<file path="src/rtl/pixel_readout_ctrl_if.sv">
// Frame-sink stream port of the pixel readout controller.
// The controller drives word, index and valid; the sink answers with ready.
interface pixel_readout_ctrl_if #(
  parameter int DATA_W = 8,
  parameter int N_PIX  = 4
);
  localparam int IDX_W = (N_PIX > 1) ? $clog2(N_PIX) : 1;

  logic [DATA_W-1:0] out_data;
  logic [IDX_W-1:0]  out_idx;
  logic              out_valid;
  logic              out_ready;

  modport master (
    output out_data,
    output out_idx,
    output out_valid,
    input  out_ready
  );

  modport slave (
    input  out_data,
    input  out_idx,
    input  out_valid,
    output out_ready
  );
endinterface

</file>
<file path="src/rtl/pixel_readout_ctrl.sv">
// Pixel-array readout: phase strobes to analog gates, saturating ramp for convert,
// frame capture on read and valid/ready streaming of the captured words.
//
// capture state | meaning
// ST_IDLE       | armed, waiting for read to rise
// ST_SETTLE     | first read cycle seen; a second read cycle is the capture point
// ST_FULL       | this read phase already handled; wait for read to drop before re-arming
module pixel_readout_ctrl #(
  parameter int DATA_W = 8,
  parameter int N_PIX  = 4
) (
  input  logic                    clk,
  input  logic                    reset,
  input  logic                    erase,
  input  logic                    expose,
  input  logic                    convert,
  input  logic                    read,
  output logic                    bias_en,
  output logic                    ramp_en,
  output logic                    bus_oe,
  output logic [DATA_W-1:0]       dac_code,
  input  logic [N_PIX*DATA_W-1:0] pix_data,
  pixel_readout_ctrl_if.master    sink,
  output logic                    frame_done,
  output logic                    overrun,
  output logic                    proto_err
);

  localparam int IDX_W = (N_PIX > 1) ? $clog2(N_PIX) : 1;
  localparam logic [IDX_W-1:0]  LAST_IDX = IDX_W'(N_PIX - 1);
  localparam logic [DATA_W-1:0] DAC_MAX  = {DATA_W{1'b1}};

  typedef enum logic [1:0] {
    ST_IDLE   = 2'd0,
    ST_SETTLE = 2'd1,
    ST_FULL   = 2'd2
  } cap_state_t;

  cap_state_t        cap_state;
  logic [DATA_W-1:0] frame_buf [N_PIX];
  logic [IDX_W-1:0]  idx_q;
  logic              valid_q;
  logic              ramp_en_q;
  logic              bus_oe_q;
  logic [DATA_W-1:0] dac_q;

  logic [2:0] strobe_cnt;
  logic       accept;
  logic       last_accept;
  logic       cap_point;
  logic       buf_busy;

  always_comb begin
    strobe_cnt  = 3'({2'b00, erase}) + 3'({2'b00, expose})
                + 3'({2'b00, convert}) + 3'({2'b00, read});
    accept      = valid_q & sink.out_ready;
    last_accept = accept & (idx_q == LAST_IDX);
    cap_point   = (cap_state == ST_SETTLE) & read;
    // A frame finishing this very cycle frees the buffer for the incoming one.
    buf_busy    = valid_q & ~last_accept;
  end

  always_ff @(posedge clk) begin
    if (reset) begin
      cap_state  <= ST_IDLE;
      idx_q      <= '0;
      valid_q    <= 1'b0;
      ramp_en_q  <= 1'b0;
      bus_oe_q   <= 1'b0;
      bias_en    <= 1'b0;
      dac_q      <= '0;
      frame_done <= 1'b0;
      overrun    <= 1'b0;
      proto_err  <= 1'b0;
      for (int i = 0; i < N_PIX; i++) begin
        frame_buf[i] <= '0;
      end
    end else begin
      bias_en    <= expose;
      ramp_en_q  <= convert;
      bus_oe_q   <= convert & ~read;
      frame_done <= last_accept;

      if (erase || !convert) begin
        dac_q <= '0;
      end else if (dac_q != DAC_MAX) begin
        dac_q <= dac_q + 1'b1;
      end

      if (strobe_cnt > 3'd1) begin
        proto_err <= 1'b1;
      end

      case (cap_state)
        ST_IDLE:   if (read) cap_state <= ST_SETTLE;
        ST_SETTLE: cap_state <= read ? ST_FULL : ST_IDLE;
        ST_FULL:   if (!read) cap_state <= ST_IDLE;
        default:   cap_state <= ST_IDLE;
      endcase

      if (cap_point && !buf_busy) begin
        for (int i = 0; i < N_PIX; i++) begin
          frame_buf[i] <= pix_data[i*DATA_W +: DATA_W];
        end
        idx_q   <= '0;
        valid_q <= 1'b1;
      end else if (accept) begin
        if (last_accept) begin
          idx_q   <= '0;
          valid_q <= 1'b0;
        end else begin
          idx_q <= idx_q + 1'b1;
        end
      end

      if (cap_point && buf_busy) begin
        overrun <= 1'b1;
      end
    end
  end

  // Analog gates are forced off during a reset cycle, not just the one after it.
  assign ramp_en  = ramp_en_q & ~reset;
  assign bus_oe   = bus_oe_q & ~reset;
  assign dac_code = dac_q;

  assign sink.out_data  = frame_buf[idx_q];
  assign sink.out_idx   = idx_q;
  assign sink.out_valid = valid_q;

endmodule

</file>
<file path="src/flat_wrapper.sv">
// flat-port wrapper written by rule: the top's interface ports become plain ports
module pixel_readout_ctrl_flat 
#(
  parameter int DATA_W = 8,
  parameter int N_PIX  = 4
)
  (clk, reset, erase, expose, convert, read, bias_en, ramp_en, bus_oe, dac_code, pix_data, frame_done, overrun, proto_err, sink_out_data, sink_out_idx, sink_out_valid, sink_out_ready);
  pixel_readout_ctrl_if #(.DATA_W(DATA_W), .N_PIX(N_PIX)) sink_i ();
  input  logic clk;
  input  logic reset;
  input  logic erase;
  input  logic expose;
  input  logic convert;
  input  logic read;
  output logic bias_en;
  output logic ramp_en;
  output logic bus_oe;
  output logic [DATA_W-1:0] dac_code;
  input  logic [N_PIX*DATA_W-1:0] pix_data;
  output logic frame_done;
  output logic overrun;
  output logic proto_err;
  output wire logic [$bits(sink_i.out_data)-1:0] sink_out_data;
  output wire logic [$bits(sink_i.out_idx)-1:0] sink_out_idx;
  output wire logic [$bits(sink_i.out_valid)-1:0] sink_out_valid;
  input wire logic [$bits(sink_i.out_ready)-1:0] sink_out_ready;
  assign sink_out_data = sink_i.out_data;
  assign sink_out_idx = sink_i.out_idx;
  assign sink_out_valid = sink_i.out_valid;
  assign sink_i.out_ready = sink_out_ready;
  pixel_readout_ctrl #(.DATA_W(DATA_W), .N_PIX(N_PIX)) u_core (.clk(clk), .reset(reset), .erase(erase), .expose(expose), .convert(convert), .read(read), .bias_en(bias_en), .ramp_en(ramp_en), .bus_oe(bus_oe), .dac_code(dac_code), .pix_data(pix_data), .sink(sink_i), .frame_done(frame_done), .overrun(overrun), .proto_err(proto_err));
endmodule
</file>
<file path="config.mk">
export PLATFORM = sky130hd
export DESIGN_NAME = pixel_readout_ctrl_flat
export DESIGN_NICKNAME = d
export VERILOG_FILES = /design/src/rtl/pixel_readout_ctrl_if.sv /design/src/rtl/pixel_readout_ctrl.sv /design/src/flat_wrapper.sv
export SDC_FILE = /design/constraint.sdc
export NUM_CORES = 1
export LEC_CHECK = 0
export ABC_AREA = 1
export CORE_MARGIN = 2
export CORE_UTILIZATION = 49
export DETAILED_ROUTE_END_ITERATION = 10
export PLACE_DENSITY = 0.86
export SLEW_MARGIN = 20
export SYNTH_ARGS = -nofsm -noshare
export SYNTH_HDL_FRONTEND = slang
export SYNTH_SLANG_ARGS = --single-unit
</file>
<file path="constraint.sdc">
create_clock -name clk -period 5.1 [get_ports clk]
set_input_delay 1.275 -clock clk [delete_from_list [all_inputs] [get_ports clk]]
set_output_delay 1.275 -clock clk [all_outputs]
set_load 0.01 [all_outputs]
</file>
==> results of run 1 <==
==> metal layers <==
layer  part of all wire [%]  up-vias  routed length, µm  GRT usage, %
met4                    2.1        0                100          6.63
met2                     47       66               2290          32.8
li1                       -      953                  -             -
met1                     41      840               1990          19.9
met3                    9.1       12                441          6.56
met5                      0        -                  0             0
==> logic make-up (layout without fill, tap and decap cells) <==
kind of cell / Yosys count / after routing / synth area share (%)
and+or+nand+nor: 106 / 106 / 23.1
buffers and inverters: 58 / 124 / 10.2
DFF: 53 / 53 / 55.5
AOI/OAI and AO/OA: 40 / 40 / 9.15
adders and majority gates: 4 / 4 / 2.01
==> worst min-delay path: cells and delay by family, from the launching register on <==
kind	cells	cell delay (ps)
compound gates	1	40
flops	1	340
simple gates	1	70
==> registers in the layout, summed over array words and instances, names as in the netlist, named ones only <==
signal	count
u_core.bias_en	1
u_core.overrun	1
u_core.bus_oe_q	1
u_core.proto_err	1
u_core.cap_state	2
u_core.ramp_en_q	1
u_core.frame_buf	32
u_core.dac_code	8
u_core.sink.out_idx	2
u_core.sink.out_valid	1
u_core.frame_done	1
==> cell type report <==
| cell class | count | area, µm² | area share, % |
|---|---|---|---|
| timing repair buffer | 64 | 638 | 19.5 |
| clock buffer | 7 | 86.3 | 2.64 |
| tap | 67 | 83.8 | 2.56 |
| multi-input combinational | 150 | 857 | 26.2 |
| inverter | 52 | 195 | 5.97 |
| sequential | 53 | 1380 | 42.2 |
| clock inverter | 1 | 30.0 | 0.918 |
==> synthesized netlist by cell type, types with 2 or more instances <==
cell type,count
inv_1,52
nor2_1,40
edfxtp_1,32
nor2_2,22
dfxtp_1,21
o21ai_0,20
nand2_1,19
nor2_4,11
a21oi_1,9
o22ai_1,8
nand3_1,7
ha_1,4
buf_6,3
buf_2,2
nand2_2,2
nor3_1,2
==> how the worst max path moves through the flow <==
stage,startpoint,end,slack [ps]
2_1_floorplan,read,u_core.frame_buf[0][0],860
3_3_place_gp,reset,ramp_en,1210
3_5_place_dp,reset,bus_oe,1140
4_1_cts,reset,bus_oe,1150
5_1_grt,reset,bus_oe,1070
6_report,reset,bus_oe,1160
==> where the power goes <==
group | switching (µW) | internal, µW | total, µW | leakage [µW]
combinational | 45.3 | 52.1 | 97.4 | 0.000771
sequential | 7.09 | 472 | 479 | 0.000504
clock | 127 | 160 | 287 | 0.0000585
total | 180 | 684 | 864 | 0.00133
==> metrics by stage <==
| step | hold slack (ps) | power [µW] | setup WS, ps | utilization (%) | cells |
|---|---|---|---|---|---|
| 2_1_floorplan | 425 | 533 | 864 | - | 261 |
| 3_3_place_gp | 430 | 584 | 1210 | 65.5 | 386 |
| 3_5_place_dp | 464 | 587 | 1140 | 65.5 | 386 |
| 4_1_cts | 488 | 872 | 1150 | 67.9 | 394 |
| 5_1_grt | 501 | 898 | 1070 | 67.9 | 394 |
| 6_report | 483 | 864 | 1160 | 67.9 | 394 |
==> results.yml, run 1 <==
setup_path:
  reg2reg_depth: 5
  crit_required_ps: 3830
  critPathKind: "in -> out"
  path_cells: "clkdlybuf4s50_1 > nor2_1 > clkdlybuf4s50_1"
  critPathBufInv: 2
  crit_top_cell: "clkdlybuf4s50_1"
  critPathArrivalTime_ps: 2660
  cp_num_cells: 3
  slowest_stage: "clkdlybuf4s50_1"
  end_kind: "primary output"
  r2r-start: "u_core.sink.out_idx[0]"
  start_kind: "primary input"
  rrSetupSlack_ps: 3340
  path_max_fanout: 11
  worstReg2RegEnd: "u_core.frame_buf[0][7]"
  cp_top_family: "buffers and inverters"
  cpPeakStageDelay_ps: 620
clocking:
  hold_buffers: 0
  clockBufferDepth: 2
  cts_setup_buffers: 0
  cts.sinks: 53
  clkTransAtPathRegs_ps: 90
  clk_latency_ps: 300
  cts-root-buf: "clkbuf_8"
  cts_resized: 0
  cts_buffers: 5
  htreeDepth: 2
  cts_tree: "yes"
global_route:
  grt_use_total_pct: 18.3
  grt_max_degree: 35
  overflow: 0
  grt_pass1_wl_um: 7710
  grt_pass1_vias: 1848
  antenna_found_initial: 0
hold_path:
  whs_endpoint: "u_core.overrun"
  hold_depth: 2
  hp-start: "u_core.overrun"
  hold_path.class: "reg -> reg"
cells_and_area:
  final_common_cell: "clkdlybuf4s50_1"
  nets: 369
  fillerInstances: 401
  final_cell_mix: "clkdlybuf4s50_1 (63), inv_1 (52), nor2_1 (40)"
  drive_above_1_share_pct: 14.4
  syn_to_final_growth_pct: 31.5
  final_area_um2: 3270
  insertedDiodeCount: 0
placement:
  dpl-instance-area_um2: 3160
  port-buffer-count: 63
  place.gp.congestion: 0.759
  hpwl_um: 3380
floorplanning:
  coreArea_um2: 4820
  num_rows: 25
  initial_core_util_pct: 51.7
  dieArea_um2: 5660
  die_x_um: 75.3
  io-pin-count: 64
  dieHeight_um: 75.3
timing:
  period_share_pct: 77.2
  slew_violations: 0
  setup_viol: 0
  final.setup_skew_ps: 4.56
  grt_setup_unrepaired: "false"
  fmax_ghz: 0.254
  setup-tns-final_ps: 0
  finalHoldViolations: 0
  relSlewSlack_pct: 58.0
  worstMarginPinSlew_ps: 630
  period_minus_slack_ps: 3940
power:
  power_density_nw_per_um2: 264
  ir_drop_mv: 0.182
  p_leak_uw: 0.00133
logic_synthesis:
  synth_top_area_share_pct: 38.6
  postSynthCellCount: 261
  yosys.cell_types.count: 23
  synth_top_area_cell: "edfxtp_1"
  async_flop_share_pct: 0
  syn-num-nets: 304
  synth_enable_flop_cells: 32
  synthTopCellsByArea: "edfxtp_1 (39%), dfxtp_1 (17%), inv_1 (7.8%)"
  yosys_warnings: 0
  synth_area_um2: 2490
  synthFlopType: "edfxtp_1"
  yosysSeqAreaShare_pct: 55.5
  ys_ff_latch: 53
  synth_area_per_cell_um2: 9.54
run_status:
  status: "complete, no violations"
drt:
  drc: 0
  routed-via-count: 1871
  drtAntennaViolNets: 0
  wl_per_cell_um: 12.2
  vias_per_cell: 4.75
  dr.pass1.iters: 5
  wl_um: 4820
  detail_route.iter0.violations: 119
run:
  maxCapViolCount: 0
(Power assumes the default switching activity.)
==> run 2, diff against run 1 <==
- clock period: 5.1 -> 3.9 ns (I/O delays scaled with it)
==> run 2 against run 1 <==
Count of clock-buffer cells in the layout decreased by 1. Critical path type unchanged. Largest cell class unchanged. Highest routed layer unchanged. First-iteration DRC count down 34%. Cell count did not move. Non-clock buffer count did not move.
==> results.yml, run 2 (synthesis results as in run 1) <==
run_status:
  status: "complete, no violations"
timing:
  period_share_pct: 85.3
  slew_violations: 0
  period_minus_slack_ps: 3330
  final.setup_skew_ps: 9.75
  relSlewSlack_pct: 57.0
  setup-tns-final_ps: 0
  finalHoldViolations: 0
  grt_setup_unrepaired: "false"
  fmax_ghz: 0.301
  setup_viol: 0
  worstMarginPinSlew_ps: 644
setup_path:
  crit_top_cell: "clkdlybuf4s50_1"
  path_cells: "clkdlybuf4s50_1 > nor2_1 > clkdlybuf4s50_1"
  rrSetupSlack_ps: 2140
  path_max_fanout: 11
  slowest_stage: "clkdlybuf4s50_1"
  end_kind: "primary output"
  start_kind: "primary input"
  crit_required_ps: 2920
  cp_top_family: "buffers and inverters"
  critPathArrivalTime_ps: 2350
  critPathBufInv: 2
  critPathKind: "in -> out"
  cpPeakStageDelay_ps: 620
drt:
  wl_per_cell_um: 11.8
  drc: 0
  dr.pass1.iters: 5
  detail_route.iter0.violations: 78
  drtAntennaViolNets: 0
  vias_per_cell: 4.73
  routed-via-count: 1862
  wl_um: 4660
clocking:
  cts_setup_buffers: 0
  clockBufferDepth: 2
  cts_buffers: 5
  cts-root-buf: "clkbuf_8"
  clkTransAtPathRegs_ps: 90
  hold_buffers: 0
  clk_latency_ps: 300
  htreeDepth: 2
  cts_resized: 0
  cts.sinks: 53
  cts_tree: "yes"
floorplanning:
  dieHeight_um: 75.3
  initial_core_util_pct: 51.7
  num_rows: 25
  dieArea_um2: 5660
  die_x_um: 75.3
  io-pin-count: 64
  coreArea_um2: 4820
run:
  maxCapViolCount: 0
hold_path:
  hold_path.class: "reg -> reg"
power:
  ir_drop_mv: 0.211
  power_density_nw_per_um2: 324
  p_leak_uw: 0.00132
cells_and_area:
  insertedDiodeCount: 0
  final_area_um2: 3240
  multiInputGateArea_um2: 857
  fillerInstances: 428
  drive_above_1_share_pct: 14.4
  final_cell_mix: "clkdlybuf4s50_1 (63), inv_1 (52), nor2_1 (40)"
  syn_to_final_growth_pct: 30.3
  top_register: "u_core.frame_buf"
  final_common_cell: "clkdlybuf4s50_1"
  largest_register_ffs: 32
  nets: 369
  seqCellArea_um2: 1380
global_route:
  grt_pass1_vias: 1724
  overflow: 0
  antenna_found_initial: 0
  grt_max_degree: 35
  grt_pass1_wl_um: 7230
  grt_use_total_pct: 16.9
placement:
  hpwl_um: 3370
  port-buffer-count: 63
  dpl-instance-area_um2: 3160
  place.gp.congestion: 0.735
==> run 2: cell types whose count changed in the layout (fill, tap and decap cells not counted) <==
cell,before,now
clkbuf_8,6,5
bufinv_16,1,0
clkinvlp_4,0,1
inv_4,0,1
==> run 2: power breakdown <==
part | switching, µW | internal [µW] | total [µW]
logic | 59.0 | 68.3 | 127
registers | 8.91 | 618 | 626
clock network | 171 | 127 | 298
==> run 2: layout make-up <==
cell class	instances	share of cell area [%]
Clock inverter	2	0.425
Sequential cell	53	42.6
Clock buffer	6	2.24
Inverter	52	6.02
Tap cell	67	2.59
Multi-Input combinational cell	150	26.4
Timing Repair Buffer	64	19.7
==> run 2: metrics by stage <==
stage	power, µW	util, %	std cells	hold slack, ps	setup slack, ps
after floorplan	697	-	261	425	872
after global placement	764	65.5	386	431	615
after detailed placement	768	65.5	386	449	572
after CTS	1060	67.3	394	470	560
after global routing	1100	67.3	394	499	481
final	1050	67.3	394	464	573
==> run 2: path summary, 6_finish.rpt <==
check,start,endpoint,cells after the start
setup / recovery,reset,bus_oe,3
hold / removal,u_core.cap_state[1],u_core.cap_state[0],1
setup reg to reg,u_core.sink.out_idx[0],u_core.frame_buf[1][7],5
hold reg to reg,u_core.cap_state[1],u_core.cap_state[0],1
==> run 2: worst reg2reg max path: cells and delay by family, from the launching register on <==
family	cells	cell delay, ps
AOI/OAI and AO/OA	1	250
adders and majority gates	1	270
DFF	1	350
and+or+nand+nor	3	620
==> run 2: metal layers <==
| metal | vias up | wire (µm) | track usage (%) |
|---|---|---|---|
| li1 | 953 | - | - |
| met2 | 50 | 2340 | 32.1 |
| met5 | - | 0 | 0 |
| met1 | 857 | 1980 | 18.6 |
| met4 | 0 | 11 | 3.70 |
| met3 | 2 | 327 | 4.95 |
==> run 3, diff against run 2 <==
- SLEW_MARGIN: 20 -> default
==> results of run 3 <==
Same layout as run 2: the final DEF is identical, and so are final timing and power.
